File: src/rtl/mux2_arb_pkg.sv
// Shared types for the two-requester arbitrated mux: FSM state encoding and datapath select values.
package mux2_arb_pkg;

    typedef enum logic [1:0] {
        IDLE = 2'd0,
        GNT1 = 2'd1,
        GNT2 = 2'd2
    } state_t;

    localparam logic SEL_IN1 = 1'b0;
    localparam logic SEL_IN2 = 1'b1;

    function automatic logic is_grant(input state_t s);
        return (s == GNT1) || (s == GNT2);
    endfunction

endpackage

File: src/rtl/mux2_arb_hold_cnt.sv
// Saturating hold counter: counts cycles a grant has been held, flags MAX_HOLD-1.
// Latency: count and flag registered; clear has priority over enable.
module mux2_arb_hold_cnt #(
    parameter int MAX_HOLD = 4,
    parameter int CNT_W    = $clog2(MAX_HOLD)
) (
    input  logic clk,
    input  logic rst,
    input  logic i_clr,
    input  logic i_en,
    output logic o_tc
);

    localparam logic [CNT_W-1:0] LP_TC = CNT_W'(MAX_HOLD - 1);

    logic [CNT_W-1:0] r_cnt;
    logic             w_tc;

    assign w_tc = (r_cnt == LP_TC);
    assign o_tc = w_tc;

    always_ff @(posedge clk or posedge rst) begin
        if (rst) begin
            r_cnt <= '0;
        end else if (i_clr) begin
            r_cnt <= '0;
        end else if (i_en && !w_tc) begin
            r_cnt <= r_cnt + 1'b1;
        end
    end

endmodule

File: src/rtl/mux2_arbiter.sv
// Two-requester arbiter with bounded hold time driving a registered 1-bit shared mux.
// Latency: request at edge N -> grant after edge N; data one cycle; no backpressure beyond the grants.
module mux2_arbiter
    import mux2_arb_pkg::*;
#(
    parameter int MAX_HOLD = 4,
    parameter int CNT_W    = $clog2(MAX_HOLD)
) (
    input  logic clk,
    input  logic rst,
    input  logic mux_req1,
    input  logic mux_req2,
    input  logic mux_in1,
    input  logic mux_in2,
    output logic mux_gnt1,
    output logic mux_gnt2,
    output logic mux_sel,
    output logic mux_out,
    output logic mux_busy
);

    state_t r_state;
    state_t w_nxt;
    logic   r_last2;
    logic   r_gnt1;
    logic   r_gnt2;
    logic   r_sel;
    logic   r_out;
    logic   w_hold_tc;
    logic   w_enter1;
    logic   w_enter2;
    logic   w_clr;
    logic   w_en;

    always_comb begin
        w_nxt = r_state;
        case (r_state)
            IDLE: begin
                if (mux_req1 && mux_req2) begin
                    w_nxt = r_last2 ? GNT1 : GNT2;
                end else if (mux_req1) begin
                    w_nxt = GNT1;
                end else if (mux_req2) begin
                    w_nxt = GNT2;
                end else begin
                    w_nxt = IDLE;
                end
            end
            // Losing the own request takes precedence over hold expiry.
            GNT1: begin
                if (!mux_req1) begin
                    w_nxt = mux_req2 ? GNT2 : IDLE;
                end else if (w_hold_tc && mux_req2) begin
                    w_nxt = GNT2;
                end else begin
                    w_nxt = GNT1;
                end
            end
            GNT2: begin
                if (!mux_req2) begin
                    w_nxt = mux_req1 ? GNT1 : IDLE;
                end else if (w_hold_tc && mux_req1) begin
                    w_nxt = GNT1;
                end else begin
                    w_nxt = GNT2;
                end
            end
            default: w_nxt = IDLE;
        endcase
    end

    assign w_enter1 = (w_nxt == GNT1) && (r_state != GNT1);
    assign w_enter2 = (w_nxt == GNT2) && (r_state != GNT2);
    assign w_clr    = w_enter1 || w_enter2;
    assign w_en     = is_grant(r_state) && (w_nxt == r_state);

    mux2_arb_hold_cnt #(
        .MAX_HOLD (MAX_HOLD),
        .CNT_W    (CNT_W)
    ) u_hold (
        .clk   (clk),
        .rst   (rst),
        .i_clr (w_clr),
        .i_en  (w_en),
        .o_tc  (w_hold_tc)
    );

    // Outputs decode from the next state so grant and data line up on the same edge.
    always_ff @(posedge clk or posedge rst) begin
        if (rst) begin
            r_state <= IDLE;
            r_last2 <= 1'b1;
            r_gnt1  <= 1'b0;
            r_gnt2  <= 1'b0;
            r_sel   <= SEL_IN1;
            r_out   <= 1'b0;
        end else begin
            r_state <= w_nxt;
            r_gnt1  <= (w_nxt == GNT1);
            r_gnt2  <= (w_nxt == GNT2);
            if (w_clr) begin
                r_last2 <= w_enter2;
            end
            case (w_nxt)
                GNT1: begin
                    r_sel <= SEL_IN1;
                    r_out <= mux_in1;
                end
                GNT2: begin
                    r_sel <= SEL_IN2;
                    r_out <= mux_in2;
                end
                default: begin
                    r_out <= 1'b0;
                end
            endcase
        end
    end

    assign mux_gnt1 = r_gnt1;
    assign mux_gnt2 = r_gnt2;
    assign mux_sel  = r_sel;
    assign mux_out  = r_out;
    assign mux_busy = r_gnt1 | r_gnt2;

    always_comb begin
        assert (!(r_gnt1 && r_gnt2));
    end

endmodule

File: config.mk
export PLATFORM = sky130hd
export DESIGN_NAME = mux2_arbiter
export DESIGN_NICKNAME = d
export VERILOG_FILES = /design/src/rtl/mux2_arb_pkg.sv /design/src/rtl/mux2_arb_hold_cnt.sv /design/src/rtl/mux2_arbiter.sv
export SDC_FILE = /design/constraint.sdc
export NUM_CORES = 1
export LEC_CHECK = 0
export BUFFER_PORTS_ARGS = -buffer_cell sky130_fd_sc_hd__buf_4
export CORE_MARGIN = 1.5
export CORE_UTILIZATION = 25
export CTS_CLUSTER_SIZE = 28
export DETAILED_ROUTE_END_ITERATION = 8
export SLEW_MARGIN = 40
export SYNTH_ARGS = -nofsm -noshare
export SYNTH_HDL_FRONTEND = slang
export SYNTH_SLANG_ARGS = --single-unit
File: constraint.sdc
create_clock -name clk -period 2.07 [get_ports clk]
set_input_delay 0.3105 -clock clk [delete_from_list [all_inputs] [get_ports clk]]
set_output_delay 0.3105 -clock clk [all_outputs]
set_load 0.01 [all_outputs]
======== Word level (Yosys, flattened, before mapping) ========
Cells that the tools add are included.
word-level totals
  logic and storage cells ................. 44
  input port bits ......................... 6
  register bits after elaboration ......... 9
  output and inout bits ................... 5
operators by class
  add/subtract/negate cells ............... 1
  bitwise gates (word level) .............. 1
  reductions and logical operators ........ 13
  multiplexer cells ....................... 14
  eq/ne operators ......................... 8
operators by type and width
  cell                 count
  $mux 2               10
  $logic_and 1x1->1    7
  $eq 2x2->1 const B   3
  $pmux 2 s3           1
  $eq 2x1->1 const B   2
  $pmux 1 s2           2
  $reduce_bool 2->1    2
  $add 2x1->2 const B  1
  $eq 2x2->1           1
  $logic_not 2->1      1
  $logic_or 1x1->1     2
  $ne 2x1->1 const B   1
  $ne 2x2->1 const B   1
  $logic_not 1->1      1
  $mux 1               1
  $or 1x1->1           1

======== Depth between registers and ports, before layout ========
Gate-level depths: netlist of run 1.
  word-level depth ........................ 10
  gate-level depth with buffers ........... 11
  depth with buffers taken out ............ 11

======== Cells and area by module ========
Synthesis of run 1 repeated with hierarchy kept, for this count alone.
unflattened totals
  cells, all modules ...................... 58
  area, all modules ....................... 596.8 um^2
modules (own cells, without submodules)
  module             cells an instance  seq. area each (um^2)  area an instance (um^2)  instances
  mux2_arbiter       47                 176.4                  469.2                    1
  mux2_arb_hold_cnt  11                 50.0                   127.6                    1

======== Worst setup path after synthesis of run 1 ========
Ideal clock, no wire load.
  path type ............................... register to register
  start ................................... register r_state[0]
  end ..................................... register u_hold.r_cnt[0]
  library setup time ...................... 79 ps
  clock period less this slack ............ 1,970 ps
  path slack .............................. 100 ps
  data required time ...................... 1,991 ps
  data arrival time ....................... 1,891 ps
  cell stages (with the launch flop) ...... 12
  path through ............................ dfrtp_1 -> inv_1 -> ha_1 -> nor3_1 -> nor2_2 -> nand3_2 -> inv_1 -> ha_1 -> nand2b_1 -> and2_1 -> or2b_1 -> mux2i_1
on the way
  word-level cells in the longest chain between the ends .. 6
  elaborated cells between the ends (all ways) .. 17
RTL lines
  item                                                   RTL line                                                    RTL
  start: declaration                                     mux2_arbiter.sv:22                                          state_t r_state;
  start signal: assignment                               mux2_arbiter.sv:98                                          r_state <= w_nxt;
  $eq 2x2->1 (tied with other cells)                     mux2_arbiter.sv:37                                          case (r_state)
  $pmux 2 s3 (*)                                         mux2_arbiter.sv:37
  via w_nxt[0]                                           mux2_arbiter.sv:23                                          state_t w_nxt;
  $eq 2x1->1 (tied with other cells)                     mux2_arbiter.sv:72                                          assign w_enter1 = (w_nxt == GNT1) && (r_state != GNT1);
  $logic_and 1x1->1 (on tied branches)                   mux2_arbiter.sv:72, mux2_arbiter.sv:73, mux2_arbiter.sv:75
  $logic_or 1x1->1 or $logic_and 1x1->1 (tied branches)  mux2_arbiter.sv:74, mux2_arb_hold_cnt.sv:27
  $mux 2 or $reduce_bool 2->1 (tied branches)            --
  end signal: assignment                                 mux2_arb_hold_cnt.sv:28                                     r_cnt <= r_cnt + 1'b1;
  end: declaration                                       mux2_arb_hold_cnt.sv:16                                     logic [CNT_W-1:0] r_cnt;
Mark *: on every way through the listed nets, which the timed path passes. The rest lies on a longest branch.
A chain may end at the register's enable or synchronous reset.

======== Final worst setup path of run 1 ========
  start ................................... register r_state[1]
  end ..................................... register u_hold.r_cnt[0]
Same word-level chain as after synthesis.

==> qor.yml, run 1 <==
std_cell_rows: 16
crit_path_kind: "register to register"
die_width_um: 49.6
critical_path.reg2reg.endpoint: "u_hold.r_cnt[0]$_DFFE_PP0P_"
final-instance-count-excl-fill: 97
worst-r2r-cell-count: 11
critical_path_endpoint_category: "register"
mappedNetlistNets: 64
synth_fa_ha_area_frac: 0.184
design_power_total_mw: 1.14
globalRouteOverflowTotal: 0
run_status: "finished, final reports clean"
routed_wl_um: 988
worstPathRequired_ps: 2250
crit_end: "u_hold.r_cnt[0]$_DFFE_PP0P_"
worst_case_register_to_register_setup_slack_ps: 90
grt_pass1_vias: 382
comb_power_share: 0.619
final_hold_viol_count: 0
syn-instance-count: 50
detail_route.first_pass.iterations: 3
critical_path.most_common_cell: "sky130_fd_sc_hd__mux2i_1"
synthSimpleGateAreaFrac: 0.224
fill_cells: 214
maxSlewHeadroom: 0.765
grt_first_pass_wirelength_um: 1500
layout_worst_path_cycle_share: 0.954
final-seq-area_um2: 228
nNetsFinal: 85
final_design_area_no_fill_um2: 777
cts_sinks: 9
antenna_found_initial: 0
power.clock.fraction: 0.116
max_cap_violations: 0
detailed_place_hpwl_um: 713
sw_frac_of_total: 0.373
yosysSeqAreaShare: 0.417
wl_per_cell_um: 10.2
cell_internal_pwr_uw: 716
layout_commonest_cell: "sky130_fd_sc_hd__buf_4"
drt.antenna.violating_nets: 0
total_switching_power_uw: 426
final_number_of_setup_violating_endpoints: 0
max_slew.worst_pin.slew_ps: 351
post_detailed_route_drc_marker_count: 0
worst_r2r_startpoint: "r_state[1]$_DFF_PP0_"
worstSetupStartpointType: "register"
fmaxAchievable_mhz: 506
post_synthesis_compound_gate_area_fraction: 0.0138
report.final.slew_viol_count: 0
globalRouteTotalUtil: 0.0838
crit_path_max_incr_delay_ps: 390
clock_slew_at_reported_path_ffs_ps: 60
detailed_place.area_um2: 674
timing.critical_path.fanout_max: 4
num_io_pins: 11
die_height_um: 49.6
ctsLongestPathBuffers: 2
crit_chain: "buf_4, ha_4, mux2i_1, nand3_1, nand3_2, inv_2, ha_2, nand2b_1, and2_4, or2b_1, mux2i_1"
first_drt_iteration_drcs: 3
cts_made_buffers: 3
timing.critical_path.max_delay_family: "simple AND/OR/NAND/NOR gates"
synth_mux_area_frac: 0.0945
worst_path_max_delay_cell: "sky130_fd_sc_hd__dfrtp_1"
post-route-util: 0.388
fraction_of_final_layout_cells_sized_beyond_drive_strength_1: 0.543
irDropWorstVdd_uv: 516
syn_area_per_cell_um2: 10.9
place.port_buffers: 10
critPathLaunch: "r_state[1]$_DFF_PP0_"
diodes: 0
p_per_area_nw_per_um2: 1470
drt-vias-per-instance: 4.22
yosys_warnings: 0
place.detailed.instances: 90
tritoncts: "yes"
worstHoldPathType: "input port to asynchronous set/reset pin"
cp.buffers_inverters: 2
static-leakage-power_nw: 0.368
starting_density_of_the_core: 0.271
core_area_um2: 2000
cp_data_arrival_time_ps: 2150
mostFrequentLayoutCells: "sky130_fd_sc_hd__buf_4 (16), sky130_fd_sc_hd__dfrtp_1 (7), sky130_fd_sc_hd__nand2_1 (6)"
final.setup_skew_ps: 0.779
pwr-share-seq: 0.264
grt_setup_unrepaired: "yes"
die-area_um2: 2460
clk-insertion-delay-late_ps: 260
maximum_number_of_pins_on_one_net_before_global_route_repair: 10
parity_gate_share_of_the_synthesized_area_counting_xor_and_xnor_cells: 0.0323
area.growth.synth_to_final_pct: 43.1
finalWeightedCongestion: 0.761
synth.ff_latch_count: 9
timing.final.crit_period_ps: 1980
ctsHtreeMaxLevel: 1
synth_cell_type_count: 19
post_cts_hold_buffers: 0
synth_top_family_by_area: "simple AND/OR/NAND/NOR gates"
multi_input_area_um2: 350
worst-path-stages: 11
dr_total_vias: 409
root_cell_of_the_clock_tree: "sky130_fd_sc_hd__clkbuf_4"
netlist_area_um2: 543
==> cell usage after synthesis <==
cell / instances / share of area
sky130_fd_sc_hd__dfrtp_1: 8 / 0.37
sky130_fd_sc_hd__nor4b_2: 1 / 0.028
sky130_fd_sc_hd__nand3_2: 2 / 0.037
sky130_fd_sc_hd__xnor2_1: 2 / 0.032
sky130_fd_sc_hd__nand2b_1: 3 / 0.035
sky130_fd_sc_hd__nor3_1: 1 / 0.0092
sky130_fd_sc_hd__nand2_1: 6 / 0.041
sky130_fd_sc_hd__nand3_1: 2 / 0.018
sky130_fd_sc_hd__or2b_1: 1 / 0.014
sky130_fd_sc_hd__nor2_2: 1 / 0.012
sky130_fd_sc_hd__and2_1: 1 / 0.012
sky130_fd_sc_hd__nor2_1: 1 / 0.0069
sky130_fd_sc_hd__a22oi_1: 1 / 0.014
sky130_fd_sc_hd__mux2_2: 1 / 0.021
sky130_fd_sc_hd__or2_2: 1 / 0.012
sky130_fd_sc_hd__inv_1: 5 / 0.035
sky130_fd_sc_hd__mux2i_1: 4 / 0.074
sky130_fd_sc_hd__dfstp_2: 1 / 0.048
sky130_fd_sc_hd__ha_1: 8 / 0.18
==> worst min-delay path by stage <==
stage	end	cells after the start	from	slack [ps]
4_1_cts	mux_out$_DFF_PP0_	2	rst	10
3_3_place_gp	mux_out$_DFF_PP0_	2	rst	290
5_1_grt	r_state[1]$_DFF_PP0_	2	rst	30
6_report	mux_out$_DFF_PP0_	2	rst	10
2_1_floorplan	mux_gnt1$_DFF_PP0_	1	rst	140
3_5_place_dp	mux_out$_DFF_PP0_	2	rst	290
==> flip-flops by register name (all words and copies together) (netlist names) <==
signal and cells:
mux_out 1, mux_gnt2 1, u_hold.r_cnt 2, r_state 2
mux_gnt1 1, mux_sel 1, r_last2 1
==> cells by family after synthesis <==
family                     after synthesis
AOI/OAI and AO/OA                        1
buffers and inverters                    5
and+or+nand+nor                         20
xor gates and xnor gates                 2
muxes                                    5
adders and majority gates                8
DFF                                      9
==> through the flow <==
stage               worst slack (ps)  TNS, ps  hold slack [ps]
detailed placement             -43.4    -43.4              286
floorplan                       99.5        0              138
global placement              -0.455   -0.455              287
CTS                             27.0        0             13.0
global route                   -30.6    -56.1             30.9
finish                          94.7        0             11.5
==> routing by layer <==
layer  routed length [um]  up-vias  global-route usage  share of wire
met3                   30        4             0.00909          0.030
li1                     -      204                   -              -
met4                   34        0              0.0833          0.034
met2                  495        9               0.133           0.50
met1                  427      192              0.0952           0.43
met5                    0        -                   0              0
==> power groups by stage <==
stage | Sequential, mW | Clock, mW | Combinational (mW)
2_1_floorplan | 0.306 | 0 | 0.385
3_3_place_gp | 0.297 | 0 | 0.577
3_5_place_dp | 0.301 | 0 | 0.585
4_1_cts | 0.294 | 0.135 | 0.624
5_1_grt | 0.310 | 0.145 | 0.796
6_report | 0.302 | 0.133 | 0.707
==> what timing repair did <==
action,in CTS,in global routing
pin swaps,0,6
setup buffers,2,1
endpoints found under the setup margin,1,2
gates resized for setup,2,13
==> layout make-up <==
cell class              instances  area share
repair buffers                 16       0.155
multi-input cells              36       0.451
well taps                      27      0.0435
clock buffers                   4      0.0338
inverters                       5      0.0242
flip-flops and latches          9       0.293
Note: power is estimated with default switching activity, not from simulation.
==> run 2, diff against run 1 <==
Settings changed: SYNTH_HIERARCHICAL set to 1.
==> run 2 against run 1 <==
Effect of this change: the run now ends with negative setup slack left; die area up 9.3%; synthesized area up 9.9%; final cell count up 27%; first-iteration DRC count up 100%; clock skew up 1.9 ps.
==> qor.yml, run 2 <==
std_cell_rows: 17
synth_top_family_by_area: "simple AND/OR/NAND/NOR gates"
ys_top_cells_by_count: "sky130_fd_sc_hd__dfrtp_1 (8), sky130_fd_sc_hd__ha_1 (8), sky130_fd_sc_hd__inv_1 (6), sky130_fd_sc_hd__nand2b_1 (5), sky130_fd_sc_hd__nand2_1 (4)"
post-synth-top-area-fraction: 0.335
maxSlewHeadroom: 0.800
final_design_area_no_fill_um2: 1030
violations: "negative setup slack"
comb_power_share: 0.727
area.growth.synth_to_final_pct: 72.3
ys_dominant_reg_cell: "sky130_fd_sc_hd__dfrtp_1"
final_number_of_setup_violating_endpoints: 1
detail_route.first_pass.iterations: 4
worstSetupStartpointType: "register"
fraction_of_final_layout_cells_sized_beyond_drive_strength_1: 0.653
antenna_found_initial: 0
first_drt_iteration_drcs: 6
fill_cells: 211
design_power_total_mw: 1.61
synth_edf_count: 0
detailed_place.area_um2: 792
max_cap_violations: 0
tritoncts: "yes"
grt_first_pass_wirelength_um: 2380
report.final.slew_viol_count: 0
timing.critical_path.fanout_max: 5
wl_per_cell_um: 10.7
worst_case_register_to_register_setup_slack_ps: -20
layout_worst_path_cycle_share: 1.01
total_switching_power_uw: 577
synth_largest_area_cell: "sky130_fd_sc_hd__dfrtp_1"
final-seq-area_um2: 226
root_cell_of_the_clock_tree: "sky130_fd_sc_hd__clkbuf_4"
cts_sinks: 9
num_io_pins: 11
timing.final.crit_period_ps: 2090
diodes: 0
synth_fa_ha_area_frac: 0.168
clk-insertion-delay-late_ps: 260
worstPathRequired_ps: 2210
yosys-top-cells-area: "sky130_fd_sc_hd__dfrtp_1 (34%), sky130_fd_sc_hd__ha_1 (17%), sky130_fd_sc_hd__nand2b_1 (5.2%)"
final.setup_skew_ps: 2.71
nNetsFinal: 110
pwr-share-seq: 0.191
synth.ff_latch_count: 9
yosysSeqAreaShare: 0.379
mappedNetlistNets: 72
worst-r2r-cell-count: 8
worst_r2r_startpoint: "r_state[0]$_DFF_PP0_"
hold_ws_ps: 304
parity_gate_share_of_the_synthesized_area_counting_xor_and_xnor_cells: 0
run_status: "finished with violations"
min_from: "mux_in1"
maximum_number_of_pins_on_one_net_before_global_route_repair: 8
layout_commonest_cell: "sky130_fd_sc_hd__buf_4"
max_slew.worst_pin.slew_ps: 298
cell_internal_pwr_mw: 1.03
cts_made_buffers: 3
ctsHtreeMaxLevel: 1
synth_cell_type_count: 26
crit_path_kind: "register to register"
die-area_um2: 2690
fmaxAchievable_mhz: 479
static-leakage-power_nw: 0.494
clock_slew_at_reported_path_ffs_ps: 60
worstHoldPathType: "input port to register"
die_width_um: 51.9
synth_mux_area_frac: 0.0776
routed_wl_um: 1310
final_hold_viol_count: 0
hold-path-endpoint: "mux_out$_DFF_PP0_"
biggestRegsByFlops: "r_state x2, u_hold/r_cnt x2"
post_synthesis_compound_gate_area_fraction: 0.0839
power.clock.fraction: 0.082
irDropWorstVdd_uv: 794
drt.antenna.violating_nets: 0
whs_path_depth: 3
sw_frac_of_total: 0.358
finalWorstSetupSlack_ps: -19.4
multi_input_area_um2: 458
globalRouteTotalUtil: 0.121
globalRouteOverflowTotal: 0
ctsLongestPathBuffers: 2
critical_path.reg2reg.endpoint: "u_hold/r_cnt[0]$_DFFE_PP0P_"
die_height_um: 51.9
syn_area_per_cell_um2: 10.3
post_detailed_route_drc_marker_count: 0
p_per_area_nw_per_um2: 1570
cp_data_arrival_time_ps: 2230
dr_total_vias: 518
netlist_area_um2: 597
finalWeightedCongestion: 0.678
postSynth.asyncResetShare: 1.00
critical_path_endpoint_category: "register"
syn-instance-count: 58
core_area_um2: 2230
drt-vias-per-instance: 4.21
mostFrequentLayoutCells: "sky130_fd_sc_hd__buf_4 (31), sky130_fd_sc_hd__dfrtp_1 (8), sky130_fd_sc_hd__ha_4 (5)"
starting_density_of_the_core: 0.267
yosys_warnings: 6
detailed_place_hpwl_um: 911
synthSimpleGateAreaFrac: 0.247
place.port_buffers: 10
grt_setup_unrepaired: "yes"
grt_pass1_vias: 540
[run 2: repair_timing]
| action | CTS | global route |
|---|---|---|
| endpoints found under the setup margin | 3 | 4 |
| pin swaps | 7 | 10 |
| resized for setup | 17 | 9 |
| buffers inserted | 7 | 4 |
| hold buffers | 1 | 0 |
| endpoints found under the hold margin | 8 | 0 |
[run 2: how the worst max path moves through the flow]
stage	start	end	slack [ps]	depth (start not counted)
after floorplan	r_state[1]$_DFF_PP0_	u_hold/r_cnt[0]$_DFFE_PP0P_	2	10
after global placement	r_state[0]$_DFF_PP0_	u_hold/r_cnt[0]$_DFFE_PP0P_	-100	11
after CTS	r_state[1]$_DFF_PP0_	u_hold/r_cnt[0]$_DFFE_PP0P_	-30	7
after detailed placement	r_state[0]$_DFF_PP0_	u_hold/r_cnt[0]$_DFFE_PP0P_	-110	10
final	r_state[0]$_DFF_PP0_	u_hold/r_cnt[0]$_DFFE_PP0P_	-20	8
after global routing	r_state[0]$_DFF_PP0_	u_hold/r_cnt[0]$_DFFE_PP0P_	-150	11
[run 2: kinds of logic after synthesis]
kind of cell | count (synthesis)
mux | 4
buf+inv | 7
simple gates | 24
flops | 9
compound gates | 6
fa+ha+maj | 8
[run 2: critical path, stage by stage (launching register included)]
cell,delay [ps]
sky130_fd_sc_hd__dfrtp_1,410
sky130_fd_sc_hd__inv_2,130
sky130_fd_sc_hd__ha_4,180
sky130_fd_sc_hd__mux2i_1,80
sky130_fd_sc_hd__a211o_1,300
sky130_fd_sc_hd__a21o_1,200
sky130_fd_sc_hd__a22oi_2,190
sky130_fd_sc_hd__nor2b_4,180
sky130_fd_sc_hd__mux2_4,300
[run 2: through the flow]
stage	setup TNS [ps]	worst slack (ps)	util	instances
after CTS	-29.7	-29.7	0.425	119
after detailed placement	-186	-114	0.355	107
after floorplan	0	2.04	-	58
after global routing	-349	-153	0.461	123
after global placement	-119	-96.9	0.355	107
final	-19.4	-19.4	0.461	123
[run 2: power groups by stage]
stage          Sequential [mW]  Combinational [mW]  Clock, mW
5_1_grt                  0.321                1.30      0.148
3_5_place_dp             0.305               0.794          0
4_1_cts                  0.305               0.997      0.143
6_report                 0.308                1.17      0.132
2_1_floorplan            0.316               0.470          0
3_3_place_gp             0.302               0.778          0
[run 2: layer usage]
metal,share of wire,GRT usage,vias up
li1,-,-,271
met2,0.59,0.217,5
met4,0.0030,0.0658,0
met1,0.39,0.140,240
met3,0.017,0.00862,2
met5,0,0,-
[run 2: final cells by class]
type	instances	share of cell area
inverters	7	0.0280
clock buffers	4	0.0255
multi-input cells	42	0.445
well taps	28	0.0341
flip-flops and latches	9	0.220
repair buffers	33	0.247
==> run 3, diff against run 2 <==
Settings changed: REMOVE_ABC_BUFFERS set to 1.
==> run 3 against run 2 <==
Effect of this change: the flow still finishes with violations (negative setup slack); die area unchanged; hold slack got worse by 7.0 ps; power decreased by 5.7%; sequential share of layout area increased by 1.0 points; routed wire length decreased by 1.3%; largest cell class unchanged; highest routed layer unchanged.
==> qor.yml, run 3 (synthesized netlist as in run 2, its figures left out) <==
run_status: "finished with violations"
violations: "negative setup slack"
irDropWorstVdd_uv: 697
final-instance-count-excl-fill: 120
cts_sinks: 9
std_cell_rows: 17
ctsHtreeMaxLevel: 1
detailed_place_hpwl_um: 924
dp_worst_setup_slack_ps: -159
starting_density_of_the_core: 0.267
tritoncts: "yes"
crit_path_kind: "register to register"
routed_wl_um: 1300
final_design_area_no_fill_um2: 983
finalWeightedCongestion: 0.761
timing.final.crit_period_ps: 2100
finalWorstSetupSlack_ps: -32.2
grt_pass1_vias: 572
timing.critical_path.fanout_max: 4
worstHoldPathType: "input port to register"
static-leakage-power_nw: 0.481
core_area_um2: 2230
mostFrequentLayoutCells: "sky130_fd_sc_hd__buf_4 (29), sky130_fd_sc_hd__dfrtp_1 (8), sky130_fd_sc_hd__inv_2 (4), sky130_fd_sc_hd__ha_4 (4)"
final.setup_skew_ps: 1.64
fmaxAchievable_mhz: 476
num_io_pins: 11
wl_per_cell_um: 10.8
crit_end: "u_hold/r_cnt[0]$_DFFE_PP0P_"
detail_route.first_pass.iterations: 2
cts_made_buffers: 3
final_number_of_setup_violating_endpoints: 1
cp_data_arrival_time_ps: 2240
first_drt_iteration_drcs: 2
max_slew.worst_pin.slew_ps: 332
multi_input_area_um2: 442
report.final.slew_viol_count: 0
clock_slew_at_reported_path_ffs_ps: 60
detailed_place.area_um2: 805
worstSetupStartpointType: "register"
nNetsFinal: 107
maxSlewHeadroom: 0.778
antenna_found_initial: 0
die_width_um: 51.9
worst_r2r_startpoint: "r_state[1]$_DFF_PP0_"
place.port_buffers: 10
crit_chain: "ha_2, nand2b_4, or3b_4, a21o_1, a22oi_2, nor2b_4, mux2_4"
fraction_of_final_layout_cells_sized_beyond_drive_strength_1: 0.620
globalRouteTotalUtil: 0.112
critPathLaunch: "r_state[1]$_DFF_PP0_"
drt.antenna.violating_nets: 0
globalRouteOverflowTotal: 0
place.detailed.instances: 109
die_height_um: 51.9
drt-vias-per-instance: 4.47
post_detailed_route_drc_marker_count: 0
worst_case_register_to_register_setup_slack_ps: -30
crit_path_max_incr_delay_ps: 420
critical_path.reg2reg.endpoint: "u_hold/r_cnt[0]$_DFFE_PP0P_"
final-seq-area_um2: 226
grt_setup_unrepaired: "yes"
dr_total_vias: 536
grt_first_pass_wirelength_um: 2240
worst_path_max_delay_cell: "sky130_fd_sc_hd__dfrtp_1"
worstPathRequired_ps: 2210
worst-r2r-cell-count: 7
ctsLongestPathBuffers: 2
layout_worst_path_cycle_share: 1.02
max_cap_violations: 0
maximum_number_of_pins_on_one_net_before_global_route_repair: 8
final_hold_viol_count: 0
clk-insertion-delay-late_ps: 250
biggestRegsByFlops: "r_state x2, u_hold/r_cnt x2"
critical_path_endpoint_category: "register"
fill_cells: 218
die-area_um2: 2690
p_per_area_nw_per_um2: 1540
diodes: 0
area.growth.synth_to_final_pct: 64.8
layout_commonest_cell: "sky130_fd_sc_hd__buf_4"
root_cell_of_the_clock_tree: "sky130_fd_sc_hd__clkbuf_4"
==> run 3: cell count changes in the layout (fill, tap and decap cells not counted), sizes merged <==
cell	delta
buf	-3
==> run 3: where the power goes <==
| group | total (mW) | switching [mW] | internal [mW] |
|---|---|---|---|
| combinational | 1.08 | 0.448 | 0.630 |
| sequential | 0.308 | 0.0485 | 0.260 |
| clock | 0.131 | 0.0570 | 0.0740 |
==> run 3: what timing repair did <==
action | 4_1_cts | 5_1_grt
endpoints found under the setup margin | 4 | 5
buffers inserted | 5 | 1
gates cloned | 0 | 0
endpoints found under the hold margin | 8 | 0
hold buffers | 1 | 0
gates resized for setup | 16 | 7
pin swaps | 3 | 6
==> run 3: worst min path at each step <==
stage	cells after the start	to	from	slack [ps]
global placement	2	u_hold/r_cnt[0]$_DFFE_PP0P_	rst	180
detailed placement	2	u_hold/r_cnt[1]$_DFFE_PP0P_	rst	180
finish	3	mux_out$_DFF_PP0_	mux_in1	300
CTS	3	mux_out$_DFF_PP0_	mux_in1	300
floorplan	1	u_hold/r_cnt[0]$_DFFE_PP0P_	rst	50
global route	3	mux_out$_DFF_PP0_	mux_in1	310
==> run 3: area by class of cell <==
cell class | instances | area share
timing repair buffer | 30 | 0.232
tap | 28 | 0.0356
clock buffer | 4 | 0.0267
multi-input combinational | 42 | 0.449
inverter | 7 | 0.0267
sequential | 9 | 0.230
==> run 3: layer usage <==
metal / GRT usage / vias to the layer above / part of all wire
met1: 0.116 / 256 / 0.40
met4: 0.0921 / 0 / 0.022
met3: 0.0144 / 4 / 0.036
met5: 0 / - / 0
met2: 0.198 / 12 / 0.54
li1: - / 264 / -
==> run 3: through the flow <==
step,power [mW],TNS (ps),util,hold slack (ps)
2_1_floorplan,0.776,-35.5,-,51.7
3_5_place_dp,1.13,-296,0.360,180
3_3_place_gp,1.11,-279,0.360,178
4_1_cts,1.44,-37.8,0.424,303
5_1_grt,1.64,-143,0.440,314
6_report,1.52,-32.2,0.440,297
==> run 3: critical path: cells and delay by family (launching register included) <==
kind,cells,cell delay [ps]
mux,1,300
flops,1,420
simple gates,3,710
fa+ha+maj,1,200
compound gates,2,360
